--- config.mk ---
export PLATFORM = sky130hd
export DESIGN_NAME = eb_fifo_ctrl_lvl
export DESIGN_NICKNAME = d
export VERILOG_FILES = /design/src/rtl/eb_fifo_ctrl_lvl.sv
export SDC_FILE = /design/constraint.sdc
export NUM_CORES = 1
export LEC_CHECK = 0
export ABC_CLOCK_PERIOD_IN_PS = 2300
export CAP_MARGIN = 20
export CORE_ASPECT_RATIO = 1.4
export CORE_MARGIN = 1.5
export CORE_UTILIZATION = 25
export DETAILED_ROUTE_END_ITERATION = 8
export GPL_TIMING_DRIVEN = 0
export PLACE_DENSITY = 0.47
export SLEW_MARGIN = 25
export SYNTH_ARGS = -nofsm -noshare
export SYNTH_HDL_FRONTEND = slang
export SYNTH_SLANG_ARGS = --single-unit
--- constraint.sdc ---
create_clock -name clk -period 2.3 [get_ports clk]
set_clock_uncertainty 0.05 [all_clocks]
set_input_delay 0.345 -clock clk [delete_from_list [all_inputs] [get_ports clk]]
set_output_delay 0.345 -clock clk [all_outputs]
set_load 0.05 [all_outputs]
--- src/rtl/eb_fifo_ctrl_lvl.sv ---
// eb_fifo_ctrl_lvl: pointer, occupancy and flag controller for an elastic-buffer FIFO with external storage.
// Define EB_FIFO_CTRL_HWM_EN to add the high-water mark register and its hwm/hwm_clr ports.
module eb_fifo_ctrl_lvl #(
  parameter int DEPTH     = 16,
  parameter int PTRW      = 4,
  parameter int AFULL_TH  = 14,
  parameter int AEMPTY_TH = 1,
  parameter int FULL_RW   = 0
) (
  input  logic            clk,
  input  logic            reset_n,
  input  logic            flush,
  input  logic            t_0_req,
  output logic            t_0_ack,
  output logic            i_0_req,
  input  logic            i_0_ack,
  output logic            wen,
  output logic            ren,
  output logic [PTRW-1:0] wr_ptr,
  output logic [PTRW-1:0] rd_ptr,
  output logic [PTRW:0]   level,
  output logic            full,
  output logic            empty,
  output logic            almost_full,
`ifdef EB_FIFO_CTRL_HWM_EN
  output logic [PTRW:0]   hwm,
  input  logic            hwm_clr,
`endif
  output logic            almost_empty
);

  localparam logic [PTRW:0]   LP_DEPTH   = (PTRW+1)'(DEPTH);
  localparam logic [PTRW:0]   LP_AFULL   = (PTRW+1)'(AFULL_TH);
  localparam logic [PTRW:0]   LP_AEMPTY  = (PTRW+1)'(AEMPTY_TH);
  localparam logic [PTRW-1:0] LP_PTR_MAX = PTRW'(DEPTH - 1);

  if (AFULL_TH > DEPTH || AEMPTY_TH >= DEPTH || DEPTH < 2 || DEPTH > (1 << PTRW)) begin : g_param_err
    $error("eb_fifo_ctrl_lvl: illegal DEPTH/PTRW/threshold parameter combination");
  end

  logic [PTRW-1:0] r_wr_ptr;
  logic [PTRW-1:0] r_rd_ptr;
  logic [PTRW:0]   r_level;
  logic [PTRW:0]   w_level_nxt;
  logic            w_full;
  logic            w_empty;
  logic            w_ireq;
  logic            w_tack;
  logic            w_wen;
  logic            w_ren;

  function automatic logic [PTRW-1:0] f_ptr_inc(input logic [PTRW-1:0] p);
    return (p == LP_PTR_MAX) ? '0 : p + PTRW'(1);
  endfunction

  assign w_full  = (r_level == LP_DEPTH);
  assign w_empty = (r_level == '0);
  assign w_ireq  = !w_empty && !flush;

  // FULL_RW=1 creates a combinational i_0_ack -> t_0_ack path; budget it in upstream timing.
  if (FULL_RW != 0) begin : g_full_rw
    assign w_tack = (!w_full || (w_ireq && i_0_ack)) && !flush;
  end else begin : g_no_full_rw
    assign w_tack = !w_full && !flush;
  end

  assign w_wen = t_0_req && w_tack;
  assign w_ren = w_ireq && i_0_ack;

  always_comb begin
    w_level_nxt = r_level;
    if (flush)
      w_level_nxt = '0;
    else if (w_wen && !w_ren)
      w_level_nxt = r_level + (PTRW+1)'(1);
    else if (!w_wen && w_ren)
      w_level_nxt = r_level - (PTRW+1)'(1);
  end

  always_ff @(posedge clk or negedge reset_n) begin
    if (!reset_n) begin
      r_wr_ptr <= '0;
      r_rd_ptr <= '0;
      r_level  <= '0;
    end else begin
      r_level <= w_level_nxt;
      if (flush) begin
        r_wr_ptr <= '0;
        r_rd_ptr <= '0;
      end else begin
        if (w_wen) r_wr_ptr <= f_ptr_inc(r_wr_ptr);
        if (w_ren) r_rd_ptr <= f_ptr_inc(r_rd_ptr);
      end
    end
  end

`ifdef EB_FIFO_CTRL_HWM_EN
  logic [PTRW:0] r_hwm;

  // Flush drives next level to 0, which never exceeds hwm, so flush leaves it alone.
  always_ff @(posedge clk or negedge reset_n) begin
    if (!reset_n)
      r_hwm <= '0;
    else if (hwm_clr)
      r_hwm <= w_level_nxt;
    else if (w_level_nxt > r_hwm)
      r_hwm <= w_level_nxt;
  end

  assign hwm = r_hwm;
`endif

  assign t_0_ack      = w_tack;
  assign i_0_req      = w_ireq;
  assign wen          = w_wen;
  assign ren          = w_ren;
  assign wr_ptr       = r_wr_ptr;
  assign rd_ptr       = r_rd_ptr;
  assign level        = r_level;
  assign full         = w_full;
  assign empty        = w_empty;
  assign almost_full  = (r_level >= LP_AFULL);
  assign almost_empty = (r_level <= LP_AEMPTY);

endmodule

==> run summary <==
Routed WL = 2.59 mm
Final setup viols = 0
synth unique cells = 38
Final Power = 1.70 mW
LEAKAGE = 0.602 nW
H-Tree Depth = 1
post-route ant nets = 0
final hold vios = 0
DRT Pass-1 Iters = 4
vias in the first global route = 977
Cell Area, Synth = 966 sq um
post-synth top area cell = dfrtp_1
top post-synthesis cells by area = dfrtp_1, ha_1, nand2_1
final worst-path cycle share = 0.962
gpl congestion = 0.769
Antenna diodes = 0
most common cell in the netlist = dfrtp_1
r2r setup slk = 0.12 ns
Initial Utilization = 0.263
data arrival time of the critical path = 1.82 ns
Via density = 5.04
Startpoint Class = flop
FP Rows = 26
Gate Count Post-Synth = 107
register area share after synthesis = 0.337
MaxCap Viol Count = 0
post-synth top area share = 0.337
DR WL/cell = 14.4 um
FF+latch count, synth = 13
peak supply drop = 0.639 mV
max-slew violations = 0
Yosys warnings = 0
Core Region = 0.00368 sq mm
status = finished, final reports clean
Critical Path Fanout Max = 10
RSZ-0062 raised after global routing = no
DRC = 0
Max Clock Freq = 452 MHz
later-pin clock latency in the skew report = 0.24 ns
Slew HR = 0.593
CTS clk-pin slew, worst paths = 0.06 ns
CTS Sinks = 13
setup TNS = 0 ns
top post-synthesis cells by count = dfrtp_1, nand2_1, nor2_1, ha_1
CTS tree = yes
first-pass GRT wire length = 4.47 mm
Main synth FF type = dfrtp_1
I/O Buffers = 24
CP endpoint kind = output port
total number of vias = 908
Slew @ Worst Pin = 0.608 ns
pwr dens = 1240 mW/mm^2
overflow left after global routing = 0
Clock Tree Buf Depth = 2
dpl hpwl = 1.94 mm
Final min period = 2.21 ns
worst min-delay path class = input pin to asynchronous set/reset pin
required time worst endpoint = 1.90 ns
IO Pins = 26
Async S/R FF share, synth = 1.00
Die ar. = 0.00425 sq mm
Nets = 151
Post-synth EDFFs = 0
overall routing resource usage = 0.129
syn_area_per_cell = 9.03 sq um
layout cells sized above 1 = 0.246
initial antenna violation count = 0
cts bufs inserted = 3
clk root buf = clkbuf_8
largest net degree at the start of global routing = 14
area grow syn2layout = 42.1%
Initial DRC Count = 15
die height = 76.5 um
Die X = 55.5 um
syn_nets = 119
Worst Path Class, Setup = flop to output port
count of hold buffers inserted by post-cts repair = 0
[repair_timing]
item                       4_1_cts  5_1_grt
gates resized for setup         17        6
setup endpoints to repair        7        5
buffers inserted                 0        3
pin swaps                        0        1
[placed cells by master (no fill, tap or decap), types with 4 or more instances in the layout]
cell type	count
a21oi_1	6
dfrtp_1	9
o21ai_0	6
clkbuf_8	4
nand2_1	11
dlygate4sd2_1	4
dfrtp_2	4
ha_1	6
nor2_1	11
clkdlybuf4s50_1	16
[cells by family (layout without fill, tap and decap cells)]
kind of cell	count (synthesis)	in the layout	synth area share
fa+ha+maj	7	7	0.0907
buf+inv	13	44	0.0790
simple gates	45	45	0.267
xor+xnor	5	5	0.0453
compound gates	23	23	0.170
mux	1	1	0.0117
flops	13	13	0.337
[critical path, cell delays in order, from the launching register on]
cell and delay (ns):
dfrtp_2 0.46, inv_2 0.09, ha_4 0.18, nor4b_4 0.13, buf_4 0.15, nor3b_4 0.22
buf_6 0.19, buf_8 0.15
[registers in the layout, indices dropped and copies added (netlist names)]
signal  cells
level       5
rd_ptr      4
wr_ptr      4
[worst paths after layout]
check / depth (start not counted) / start / to
max in group asynchronous: 1 / reset_n / level[4]$_DFFE_PN0P_
hold reg to reg: 1 / wr_ptr[3]$_DFFE_PN0P_ / wr_ptr[3]$_DFFE_PN0P_
min in group clk: 1 / wr_ptr[3]$_DFFE_PN0P_ / wr_ptr[3]$_DFFE_PN0P_
setup / recovery: 7 / level[1]$_DFFE_PN0P_ / ren
hold / removal: 1 / reset_n / wr_ptr[1]$_DFFE_PN0P_
setup reg to reg: 9 / level[1]$_DFFE_PN0P_ / level[3]$_DFFE_PN0P_
[cell type report]
type / count / area, sq um
plain buffers: 7 / 60.1
clock buffers: 4 / 45.0
fillers: 404 / 2300
inverters: 6 / 25.0
multi-input cells: 81 / 602
flip-flops and latches: 13 / 330
well taps: 42 / 52.6
repair buffers: 27 / 258
[through the flow]
step | area [sq um] | setup WS (ns) | instances | hold slack (ns) | util
floorplan | 1010 | -0.0757 | 107 | -0.000591 | -
global placement | 1300 | -0.450 | 173 | 0.458 | 0.355
detailed placement | 1300 | -0.399 | 173 | 0.470 | 0.355
CTS | 1340 | -0.0172 | 177 | 0.457 | 0.365
global route | 1370 | 0.00241 | 180 | 0.500 | 0.373
finish | 1370 | 0.0866 | 180 | 0.437 | 0.373
[report_power, final]
part	leakage, nW	switching [mW]	total [mW]	internal [mW]
logic	0.409	0.722	1.15	0.433
registers	0.171	0.0657	0.343	0.278
clock network	0.0228	0.0819	0.204	0.122
[per-layer routing]
layer	routed length, um	vias up	global-route usage	share of wire
met5	0	-	0	0
met2	1350	19	0.233	0.52
met3	64	4	0.0119	0.025
met4	31	0	0.0561	0.012
met1	1140	442	0.151	0.44
li1	-	443	-	-
No activity file was read; power rests on OpenSTA's default activity.
